### config.mk
export PLATFORM = sky130hd
export DESIGN_NAME = frame_buffer_arbiter
export DESIGN_NICKNAME = d
export VERILOG_FILES = /design/src/rtl/frame_buffer_arbiter.sv
export SDC_FILE = /design/constraint.sdc
export NUM_CORES = 1
export LEC_CHECK = 0
export CORE_MARGIN = 5
export CORE_UTILIZATION = 35
export DETAILED_ROUTE_END_ITERATION = 6
export PLACE_DENSITY = 0.83
export SYNTH_ARGS = -nofsm -noshare
export SYNTH_HDL_FRONTEND = slang
export SYNTH_SLANG_ARGS = --single-unit
export TNS_END_PERCENT = 100
### constraint.sdc
create_clock -name clk -period 4 [get_ports clk]
set_clock_uncertainty 0.1 [all_clocks]
set_input_delay 0.4 -clock clk [delete_from_list [all_inputs] [get_ports clk]]
set_output_delay 0.4 -clock clk [all_outputs]
set_load 0.03 [all_outputs]
### src/rtl/frame_buffer_arbiter.sv
// Triple-buffer controller for the shared DDR frame store: hands the camera
// writer and the HDMI reader disjoint buffers and tracks the newest complete frame.
// Ports: clk, rst_n (async, active-low), wr_frame_done / rd_frame_start pulses in;
// wr/rd base addresses and buffer indices, rd_has_frame, drop_cnt, repeat_cnt out.
// Optional macro FB_STATS_EN builds the drop/repeat counters (otherwise tied to 0).
module frame_buffer_arbiter #(
  parameter int                ADDR_W      = 32,
  parameter logic [ADDR_W-1:0] BASE_ADDR   = 32'h1000_0000,
  parameter int                FRAME_BYTES = 153600
) (
  input  logic              clk,
  input  logic              rst_n,
  input  logic              wr_frame_done,
  input  logic              rd_frame_start,
  output logic [ADDR_W-1:0] wr_base_addr,
  output logic [ADDR_W-1:0] rd_base_addr,
  output logic [1:0]        wr_buf_idx,
  output logic [1:0]        rd_buf_idx,
  output logic              rd_has_frame,
  output logic [15:0]       drop_cnt,
  output logic [15:0]       repeat_cnt
);

  localparam logic [ADDR_W-1:0] ADDR_0 = BASE_ADDR;
  localparam logic [ADDR_W-1:0] ADDR_1 =
    BASE_ADDR + ADDR_W'(FRAME_BYTES);
  localparam logic [ADDR_W-1:0] ADDR_2 =
    BASE_ADDR + ADDR_W'(2 * FRAME_BYTES);

  function automatic logic [ADDR_W-1:0] base_of(
    input logic [1:0] idx
  );
    logic [ADDR_W-1:0] a;
    case (idx)
      2'd0:    a = ADDR_0;
      2'd1:    a = ADDR_1;
      default: a = ADDR_2;
    endcase
    return a;
  endfunction

  logic [1:0]        wr_q, wr_d;
  logic [1:0]        rd_q, rd_d;
  logic [1:0]        rdy_q, rdy_d;
  logic              rdy_valid_q, rdy_valid_d;
  logic              has_frame_q, has_frame_d;
  logic [ADDR_W-1:0] wr_base_q, wr_base_d;
  logic [ADDR_W-1:0] rd_base_q, rd_base_d;
  logic              rd_take;

  // Reader swaps only when a fresh frame is parked in the ready slot.
  assign rd_take = rd_frame_start & rdy_valid_q;

  always_comb begin
    rd_d        = rd_take ? rdy_q : rd_q;
    wr_d        = wr_q;
    rdy_d       = rdy_q;
    rdy_valid_d = rdy_valid_q;
    has_frame_d = has_frame_q | rd_take;
    if (wr_frame_done) begin
      // Writer takes whichever buffer is left over after the reader
      // has (possibly) swapped in the same cycle.
      rdy_d       = wr_q;
      wr_d        = 2'd3 - rd_d - wr_q;
      rdy_valid_d = 1'b1;
    end else if (rd_take) begin
      rdy_d       = rd_q;
      rdy_valid_d = 1'b0;
    end
    wr_base_d = base_of(wr_d);
    rd_base_d = base_of(rd_d);
  end

  always_ff @(posedge clk or negedge rst_n) begin
    if (!rst_n) begin
      wr_q        <= 2'd0;
      rdy_q       <= 2'd1;
      rd_q        <= 2'd2;
      rdy_valid_q <= 1'b0;
      has_frame_q <= 1'b0;
      wr_base_q   <= ADDR_0;
      rd_base_q   <= ADDR_2;
    end else begin
      wr_q        <= wr_d;
      rdy_q       <= rdy_d;
      rd_q        <= rd_d;
      rdy_valid_q <= rdy_valid_d;
      has_frame_q <= has_frame_d;
      wr_base_q   <= wr_base_d;
      rd_base_q   <= rd_base_d;
    end
  end

  assign wr_base_addr = wr_base_q;
  assign rd_base_addr = rd_base_q;
  assign wr_buf_idx   = wr_q;
  assign rd_buf_idx   = rd_q;
  assign rd_has_frame = has_frame_q;

`ifdef FB_STATS_EN
  logic [15:0] drop_q, drop_d;
  logic [15:0] rep_q, rep_d;
  logic        drop_ev;
  logic        rep_ev;

  // A finished frame replaced an undisplayed one.
  assign drop_ev = wr_frame_done & rdy_valid_q & ~rd_take;
  assign rep_ev  = rd_frame_start & ~rdy_valid_q;

  always_comb begin
    drop_d = drop_q;
    rep_d  = rep_q;
    if (drop_ev && drop_q != 16'hFFFF) drop_d = drop_q + 16'd1;
    if (rep_ev && rep_q != 16'hFFFF)   rep_d  = rep_q + 16'd1;
  end

  always_ff @(posedge clk or negedge rst_n) begin
    if (!rst_n) begin
      drop_q <= 16'd0;
      rep_q  <= 16'd0;
    end else begin
      drop_q <= drop_d;
      rep_q  <= rep_d;
    end
  end

  assign drop_cnt   = drop_q;
  assign repeat_cnt = rep_q;
`else
  assign drop_cnt   = 16'd0;
  assign repeat_cnt = 16'd0;
`endif

endmodule

Word level (Yosys, flattened, before mapping)
Index checks and enable logic that the tools add are counted.

storage, ports and cells
  latch bits = 0
  output and inout port bits = 101
  input port bits = 4
  bits in read-only memories = 0
  logic and storage cells = 24
  memory bits (writable) = 0
  memories kept = 0
  register bits = 72

cells by class
  bitwise gates (word level) = 2
  muxes and demuxes = 8
  add/sub/neg operators = 2
  multiply operators = 0
  shift-type cells = 0
  $lt $le $gt $ge = 0
  equality and inequality tests = 2
  divide/modulo/power cells = 0
  reductions and logical operators = 3

operators with widths
  operator                                                         count
  19-bit case mux with 2 select lines                              2
  2-bit two-way mux                                                4
  2-bit by 1-bit == test with 1-bit output, second input constant  2
  2-bit logical NOT                                                2
  1-bit two-way mux                                                2
  2-bit nonzero test                                               1
  2-bit subtractor                                                 1
  2-bit subtractor, first input constant                           1
  1-bit AND                                                        1
  1-bit OR                                                         1

Depth between registers and ports, before layout
Gate-level depths: netlist of run 1.

  depth in word-level cells = 7
  depth in mapped cells = 8

Worst setup path after synthesis of run 1
Ideal clock, no wire load.

  kind = input-to-reg
  start point = in rd_frame_start
  end point = reg wr_base_q[12] (netlist: wr_base_addr[12])
  arrival time = 1,756 ps
  stages on the path = 8
  buffers on the path = 0
  setup slack = 2,019 ps
  required time = 3,775 ps
  cells stage by stage = nand2_1 mux2i_1 inv_1 ha_1 and2_4 nor2_2 or2_0 mux2_4

on the way
  word-level cells in the longest chain between the ends = 7
  elaborated cells on any way between the ends = 8
  classes of those cells = add/sub (2); eq/ne (1); mux (3); bitwise (1); reduce/logical (1)

RTL lines
  what                                                                           line  text
  start: declaration                                                             14    input logic rd_frame_start,
  1-bit AND *                                                                    52    assign rd_take = rd_frame_start & rdy_valid_q;
  2-bit two-way mux *                                                            55    rd_d = rd_take ? rdy_q : rd_q;
  net rd_d[0]                                                                    43    logic [1:0] rd_q, rd_d;
  2-bit subtractor * (2 in a row)                                                64    wr_d = 2'd3 - rd_d - wr_q;
  2-bit two-way mux *                                                            60    if (wr_frame_done) begin
  net wr_d[0]                                                                    42    logic [1:0] wr_q, wr_d;
  2-bit by 1-bit == test with 1-bit output or 2-bit logical NOT (tied branches)  34    case (idx)
  19-bit case mux with 2 select lines *                                          34
  net wr_base_d[12]                                                              47    logic [ADDR_W-1:0] wr_base_q, wr_base_d;
  end signal: assignment                                                         89    wr_base_q <= wr_base_d;
  end: declaration                                                               47

Mark *: on every way through the listed nets, which the timed path passes. The rest lies on a longest branch.
A chain may end at the register's enable or synchronous reset.

Worst setup path after layout of run 1
Ends and elaborated chain as after synthesis.

==> results.json, run 1 <==
{
  "status": "completed",
  "ys_types": 25,
  "num-nets-final": 160,
  "detailed_place_hpwl_um": 1640,
  "place_congestion": 0.757,
  "routed-via-count": 635,
  "reg2reg_to": "wr_base_addr[12]",
  "tns_ps": 0,
  "cap_viol_max_count": 0,
  "cts-root-buf": "clkbuf_4",
  "ctsResizeCount": 0,
  "place_area_mm2": 0.00116,
  "via_per_inst": 3.18,
  "setup_viol": 0,
  "cts_tree": "yes",
  "grt_antenna_before_repair": 0,
  "drc": 0,
  "endpoint_kind": "register",
  "die_y_um": 70.1,
  "numCtsBuffers": 3,
  "synth_mux_area_share_pct": 4.75,
  "cts_buffer_depth": 2,
  "arrival_ps": 2420,
  "wl_per_cell_um": 9.05,
  "grt_pass1_wl_um": 2700,
  "finalInstanceArea_mm2": 0.00118,
  "overflow": 0,
  "p_leak_uw": 0.000634,
  "track_usage_pct": 6.64,
  "numPortBuffers": 22,
  "avgSynthCellArea_um2": 9.04,
  "layout_min_cycle_time_ps": 2360,
  "wl_um": 1810,
  "drt_first_iter_violations": 18,
  "initial_core_util_pct": 37.0,
  "area_growth_pct": -6.43,
  "fmax_ghz": 0.424,
  "required_ps": 4060,
  "synthAdderAreaFrac_pct": 0.989,
  "synthesis.area_mm2": 0.00126,
  "diodes": 0,
  "relSlewSlack_pct": 62.0,
  "final_max_slew_viol_count": 0,
  "rrSetupSlack_ps": 1840,
  "coreArea_mm2": 0.00342,
  "ant_nets": 0,
  "synth_cells": 140,
  "clkTransAtPathRegs_ps": 80,
  "synth_top_family_by_area": "buffers and inverters",
  "clk_latency_ps": 270,
  "crit_fanout": 4,
  "hold_path_class": "in -> async",
  "synth_seq_cells": 13,
  "h-tree-depth": 1,
  "finalHoldViolations": 0,
  "drive_gt1_share_pct": 9.74,
  "num-fill-cells": 368,
  "die_area_mm2": 0.00492,
  "post_cts_buffers": 0,
  "io_pins": 105,
  "holdBufCountCts": 0,
  "r2r_start": "rdy_valid_q",
  "p_per_area_mw_per_mm2": 759,
  "yosys.area_share.simple_pct": 6.53,
  "die_width_um": 70.1,
  "cts.sinks": 13,
  "synth-xor-area-share_pct": 1.38,
  "worstMarginPinSlew_ps": 569,
  "ir_drop_uv": 208,
  "crit_type": "in -> reg",
  "synth_compound_area_share_pct": 4.55,
  "grt_pass1_vias": 562,
  "rows": 21,
  "rr_worst_depth": 8,
  "yosysSeqAreaShare_pct": 26.0,
  "rsz0062_at_grt": "false",
  "yosys_warnings": 0,
  "dr.pass1.iters": 2,
  "fin_crit_sh_pct": 59.0,
  "grt_max_degree": 14,
  "cp-start-kind": "input pin"
}
## registers in the layout, summed over array words and instances (netlist names)
register      count
rd_base_addr      2
rd_buf_idx        2
rd_has_frame      1
rdy_q             2
rdy_valid_q       1
wr_base_addr      3
wr_buf_idx        2
## worst max-delay path, stage by stage
cell and delay [ps]:
clkdlybuf4s50_1 460, nand2_1 200, mux2i_1 310, inv_1 110, ha_1 290, and2_4 150, nor2_2 40, or2_0 200
mux2_4 250
## area by class of cell
class | instances | area [µm²] | share of cell area, %
Clock inverter | 1 | 5.00 | 0.423
Tap cell | 46 | 57.6 | 4.86
Timing Repair Buffer | 22 | 220 | 18.6
Inverter | 3 | 11.3 | 0.951
Clock buffer | 3 | 22.5 | 1.90
Multi-Input combinational cell | 112 | 538 | 45.5
Sequential cell | 13 | 329 | 27.8
## cell families (layout without fill, tap and decap cells)
group,count (synthesis),count (layout)
AO/OA/AOI/OAI,7,7
XOR/XNOR,2,2
adder cells (fa/ha/maj),1,1
buffers and inverters,95,29
flip-flops,13,13
multiplexers,5,5
other,2,82
AND/OR/NAND/NOR,15,15
## per-layer routing
layer,wire [µm],vias to the layer above,global-route usage [%]
li1,-,289,-
met1,544,296,5.84
met2,992,50,13.9
met3,273,0,2.58
met4,0,0,1.28
met5,0,-,0
## cell usage in the layout (no fill, tap or decap)
cell type         n
conb_1           82
clkdlybuf4s50_1  22
dfrtp_1          10
nand2_1           4
mux2i_1           3
inv_1             3
o21ai_0           3
clkbuf_4          3
dfstp_2           3
nand3_1           2
nor2_1            2
xnor2_1           2
mux2_4            2
a21bo_2           1
and2_4            1
nor2_2            1
a21oi_2           1
and3_4            1
o21ai_4           1
or2_0             1
and2_0            1
nor3_1            1
nand2b_1          1
a21o_1            1
ha_1              1
clkinv_2          1
## metrics by stage
step | hold WS [ps] | total power (µW) | instances | utilization [%] | setup slack [ps]
final | 383 | 899 | 200 | 34.7 | 1640
after global routing | 430 | 951 | 200 | 34.7 | 1550
after CTS | 388 | 907 | 200 | 34.7 | 1660
after detailed placement | 365 | 826 | 196 | 33.8 | 1370
after global placement | 374 | 816 | 196 | 33.8 | 1450
after floorplan | 4.41 | 749 | 220 | - | 2020
## cell usage after synthesis
master,n,share of area [%]
a21bo_2,1,0.79
a21o_1,1,0.59
a21oi_2,1,0.69
and2_0,1,0.49
and2_4,1,0.69
and3_4,1,0.89
buf_1,1,0.30
buf_4,91,54
conb_1,2,0.59
dfrtp_1,10,20
dfstp_2,3,6.2
ha_1,1,0.99
inv_1,3,0.89
mux2_4,2,2.4
mux2i_1,3,2.4
nand2_1,4,1.2
nand2b_1,1,0.49
nand3_1,2,0.79
nor2_1,2,0.59
nor2_2,1,0.49
nor3_1,1,0.40
o21ai_0,3,1.2
o21ai_4,1,1.3
or2_0,1,0.49
xnor2_1,2,1.4
## how the worst max path moves through the flow
stage | start | depth (start not counted) | endpoint | slack, ps
2_1_floorplan | rd_frame_start | 8 | wr_base_addr[12] | 2020
3_3_place_gp | rd_frame_start | 9 | wr_base_addr[12] | 1450
3_5_place_dp | rd_frame_start | 9 | wr_base_addr[12] | 1370
4_1_cts | rd_frame_start | 9 | wr_base_addr[12] | 1660
5_1_grt | rd_frame_start | 9 | wr_base_addr[12] | 1550
6_report | rd_frame_start | 9 | wr_base_addr[12] | 1640
## power breakdown
| group | switching [µW] | leakage (µW) | internal, µW | total, µW |
|---|---|---|---|---|
| combinational | 371 | 0.000471 | 215 | 586 |
| clock | 43.0 | 0.0000177 | 37.0 | 80.0 |
| sequential | 42.0 | 0.000145 | 191 | 233 |
Power figures use the tool's default switching activity.
==> run 2, diff against run 1 <==
- CORE_UTILIZATION: 35 -> 29
- PLACE_DENSITY: 0.83 -> 0.73
- clock period: 4 -> 1.9 ns (I/O delays scaled with it)
==> run 2 against run 1 <==
Compared with the run above:
- the flow now finishes with violations (negative setup slack)
- sequential share of layout area shrank 2.7 points
- final area up 11%
- largest cell class unchanged
- core utilization shrank 4.2 points
- register-to-register slack got worse by 1900 ps
- critical path type is now reg -> reg
- sequential cell count is the same
- global-route usage is 0.96 points lower
- combinational power rose by 130%
- largest power group unchanged
- via count increased by 6.0%
==> results.json, run 2 (same netlist as run 1, synthesis figures left out) <==
{
  "die_y_um": 76.0,
  "p_per_area_mw_per_mm2": 1600,
  "grt_antenna_before_repair": 0,
  "combPwrFrac_pct": 64.1,
  "status": "finished, violations left",
  "mostFrequentLayoutCell": "conb_1",
  "endpoint_kind": "register",
  "cts.sinks": 13,
  "numPlacedInstances": 211,
  "drive_gt1_share_pct": 17.6,
  "ant_nets": 0,
  "switching_share_pct": 47.9,
  "layout_min_cycle_time_ps": 1930,
  "ir_drop_uv": 301,
  "num-nets-final": 171,
  "drt_first_iter_violations": 27,
  "drc": 0,
  "grt_pass1_vias": 581,
  "p_int_uw": 1090,
  "finalHoldViolations": 0,
  "relSlewSlack_pct": 61.9,
  "num-fill-cells": 471,
  "grt_pass1_wl_um": 2670,
  "largest_reg_flops": 3,
  "wl_per_cell_um": 8.92,
  "p_switching_uw": 1000,
  "final_cell_mix": "82 x conb_1, 21 x clkdlybuf4s50_1, 11 x buf_4",
  "track_usage_pct": 5.69,
  "numCtsBuffers": 3,
  "die_area_mm2": 0.00578,
  "clkTransAtPathRegs_ps": 50,
  "rows": 24,
  "setup_viol": 1,
  "stdcell_count": 217,
  "place_congestion": 0.732,
  "crit_type": "reg -> reg",
  "via_per_inst": 3.10,
  "final_util_pct": 30.5,
  "power_frac_clock_pct": 11.6,
  "die_width_um": 76.0,
  "arrival_ps": 1950,
  "cp-start-kind": "register",
  "clk_latency_ps": 240,
  "dr.pass1.iters": 4,
  "diodes": 0,
  "crit_fanout": 3,
  "detailed_place_hpwl_um": 1630,
  "overflow": 0,
  "cap_viol_max_count": 0,
  "cts_tree": "yes",
  "initial_core_util_pct": 29.5,
  "violations": "negative setup slack",
  "io_pins": 105,
  "cts_buffer_depth": 2,
  "grt_max_degree": 14,
  "power_frac_seq_pct": 24.3,
  "final_max_slew_viol_count": 0,
  "p_leak_uw": 0.000688,
  "rsz0062_at_grt": "true",
  "routed-via-count": 673,
  "final.setup.worst_slack_ps": -26.0,
  "power_uw": 2090,
  "coreArea_mm2": 0.00429,
  "h-tree-depth": 1,
  "area_growth_pct": 3.46,
  "fmax_ghz": 0.519,
  "cts-root-buf": "clkbuf_8",
  "hold_path_class": "in -> async",
  "worstMarginPinSlew_ps": 570,
  "fin_crit_sh_pct": 101,
  "wl_um": 1940,
  "numPortBuffers": 22,
  "required_ps": 1930
}
[run 2: per-layer routing]
layer  GRT usage (%)  up-vias  share of wire, %
li1                -      309                 -
met1            5.08      299                28
met2            10.2       61                52
met3            2.13        4                17
met4            4.27        0               2.3
met5               0        -                 0
[run 2: final cells by class]
class / instances / area, µm² / area share [%]
timing repair buffer: 33 / 302 / 23.0
inverter: 3 / 11.3 / 0.860
multi-input combinational: 112 / 557 / 42.5
sequential: 13 / 329 / 25.1
clock buffer: 4 / 45.0 / 3.44
tap: 52 / 65.1 / 4.97
[run 2: worst max-delay path, stage by stage (launching register included)]
cell and delay [ps]:
dfrtp_1 380, nand2_2 90, mux2i_2 270, inv_2 90, ha_4 270, and2_4 140, nor2_2 40, or2_0 200
mux2_4 250
[run 2: path summary, 6_finish.rpt]
kind	startpoint	endpoint	slack [ps]	depth (start not counted)
worst max-delay path	rdy_valid_q	wr_base_addr[12]	-30	8
min in group clk	rd_has_frame	rd_has_frame	360	1
max in group asynchronous	rst_n	rd_buf_idx[1]	1110	1
worst min register to register	rd_has_frame	rd_has_frame	360	1
worst max register to register	rdy_valid_q	wr_base_addr[12]	-30	8
worst min-delay path	rst_n	wr_base_addr[17]	220	1
[run 2: power groups by stage]
stage	clock network, µW	logic, µW	registers [µW]
3_5_place_dp	0	1300	507
2_1_floorplan	0	927	650
3_3_place_gp	0	1280	499
5_1_grt	269	1420	528
6_report	243	1340	507
4_1_cts	254	1320	506
[run 2: through the flow]
stage | setup TNS (ps) | instance area, µm² | setup WS (ps) | hold WS [ps]
floorplan | -31.0 | 1570 | -31.0 | -206
detailed placement | -1180 | 1230 | -363 | 357
CTS | -39.6 | 1290 | -33.1 | 232
finish | -26.0 | 1310 | -26.0 | 215
global placement | -929 | 1230 | -300 | 349
global route | -182 | 1310 | -97.5 | 275
[run 2: timing repair]
item / in CTS / in global routing
endpoints found under the setup margin: 2 / 3
gates resized for setup: 2 / 3
setup buffers: 1 / 1
pin swaps: 1 / 1
hold buffers: 0 / 0
hold endpoints to repair: 0 / 0
==> run 3, diff against run 2 <==
- PLACE_DENSITY: 0.73 -> 0.76
==> run 3 against run 2 <==
Compared with the run above:
- the run now ends clean
- sequential cell count stayed put
- largest cell class unchanged
- combinational power hardly changed
- total power down 1.4%
- via count increased by 1.2%
==> results.json, run 3 (same netlist as run 1, synthesis figures left out) <==
{
  "finalHoldViolations": 0,
  "grt_pass1_wl_um": 2810,
  "cts.sinks": 13,
  "crit_type": "reg -> reg",
  "place_congestion": 0.746,
  "worstMarginPinSlew_ps": 580,
  "final_max_slew_viol_count": 0,
  "arrival_ps": 1920,
  "dr.pass1.iters": 4,
  "setup_viol": 0,
  "rr_worst_depth": 8,
  "status": "completed",
  "cts-root-buf": "clkbuf_8",
  "layout_min_cycle_time_ps": 1890,
  "relSlewSlack_pct": 61.2,
  "fin_crit_sh_pct": 99.7,
  "cap_viol_max_count": 0,
  "die_area_mm2": 0.00578,
  "fmax_ghz": 0.528,
  "die_width_um": 76.0,
  "diodes": 0,
  "clkTransAtPathRegs_ps": 60,
  "grt_antenna_before_repair": 0,
  "drive_gt1_share_pct": 16.4,
  "rsz0062_at_grt": "true",
  "holdWs_ps": 217,
  "place_area_mm2": 0.00124,
  "cts_tree": "yes",
  "required_ps": 1920,
  "finalInstanceArea_mm2": 0.00130,
  "worstPathCellList": "nand2_2 > mux2i_1 > inv_1 > ha_1 > and2_4 > nor2_2 > or2_0 > mux2_4",
  "num-fill-cells": 453,
  "overflow": 0,
  "initial_core_util_pct": 29.5,
  "drc": 0,
  "numPortBuffers": 22,
  "rows": 24,
  "crit_fanout": 3,
  "hold_path_class": "in -> async",
  "holdBufCountCts": 0,
  "ant_nets": 0,
  "p_per_area_mw_per_mm2": 1580,
  "drt_first_iter_violations": 39,
  "cp-start-kind": "register",
  "track_usage_pct": 6.00,
  "grt_pass1_vias": 624,
  "endpoint_kind": "register",
  "wl_per_cell_um": 8.97,
  "largest_reg_flops": 3,
  "cp-startpoint": "rdy_valid_q",
  "detailed_place_hpwl_um": 1710,
  "io_pins": 105,
  "mostFrequentLayoutCell": "conb_1",
  "p_leak_uw": 0.000716,
  "grt_max_degree": 14,
  "via_per_inst": 3.14,
  "area_growth_pct": 2.77,
  "clk_latency_ps": 240,
  "cp_slowest_cell": "dfrtp_1",
  "reg2reg_to": "wr_base_addr[12]",
  "die_y_um": 76.0,
  "r2r_start": "rdy_valid_q",
  "stdcell_count": 217,
  "power_uw": 2060,
  "h-tree-depth": 1,
  "num-nets-final": 171,
  "ir_drop_uv": 304,
  "max_stage_delay_ps": 390,
  "numCtsBuffers": 3,
  "rrSetupSlack_ps": 5,
  "numPlacedInstances": 212,
  "cts_buffer_depth": 2,
  "final_cell_mix": "82 x conb_1, 20 x clkdlybuf4s50_1, 11 x buf_4",
  "coreArea_mm2": 0.00429,
  "routed-via-count": 681,
  "final_util_pct": 30.3,
  "wl_um": 1950
}
-- run 3: timing repair --
action	CTS	global route
buffers inserted	0	1
endpoints found under the setup margin	0	3
gates resized for setup	0	3
-- run 3: cell type report --
type / instances / area [µm²] / share of cell area (%)
multi-input combinational: 112 / 541 / 41.6
sequential: 13 / 329 / 25.3
timing repair buffer: 33 / 308 / 23.7
tap: 52 / 65.1 / 5.00
clock buffer: 3 / 41.3 / 3.18
inverter: 3 / 11.3 / 0.866
clock inverter: 1 / 5.00 / 0.385
-- run 3: metal layers --
layer	routed length (µm)	part of all wire, %	global-route usage, %	up-vias
li1	-	-	-	311
met1	539	28	4.93	307
met2	1050	54	11.3	61
met3	328	17	2.36	2
met4	34	1.7	4.27	0
met5	0	0	0	-
-- run 3: report_power, final --
group / internal (µW) / switching (µW)
clock: 145 / 99.8
sequential: 403 / 82.4
combinational: 520 / 809
-- run 3: worst max-delay path, delay by kind of cell, from the launching register on --
family	cells	cell delay [ps]
flip-flops	1	390
AND/OR/NAND/NOR	4	470
multiplexers	2	460
buffers and inverters	1	90
adder cells (fa/ha/maj)	1	270
-- run 3: metrics by stage --
| stage | setup slack (ps) | TNS, ps |
|---|---|---|
| 2_1_floorplan | -31.0 | -31.0 |
| 3_3_place_gp | -242 | -661 |
| 3_5_place_dp | -263 | -792 |
| 4_1_cts | 1.47 | 0 |
| 5_1_grt | -75.7 | -131 |
| 6_report | 5.14 | 0 |
-- run 3: worst max path at each step --
stage / endpoint
after floorplan: wr_base_addr[12]
after global placement: wr_base_addr[12]
after detailed placement: wr_base_addr[12]
after CTS: wr_base_addr[12]
after global routing: wr_base_addr[12]
final: wr_base_addr[12]
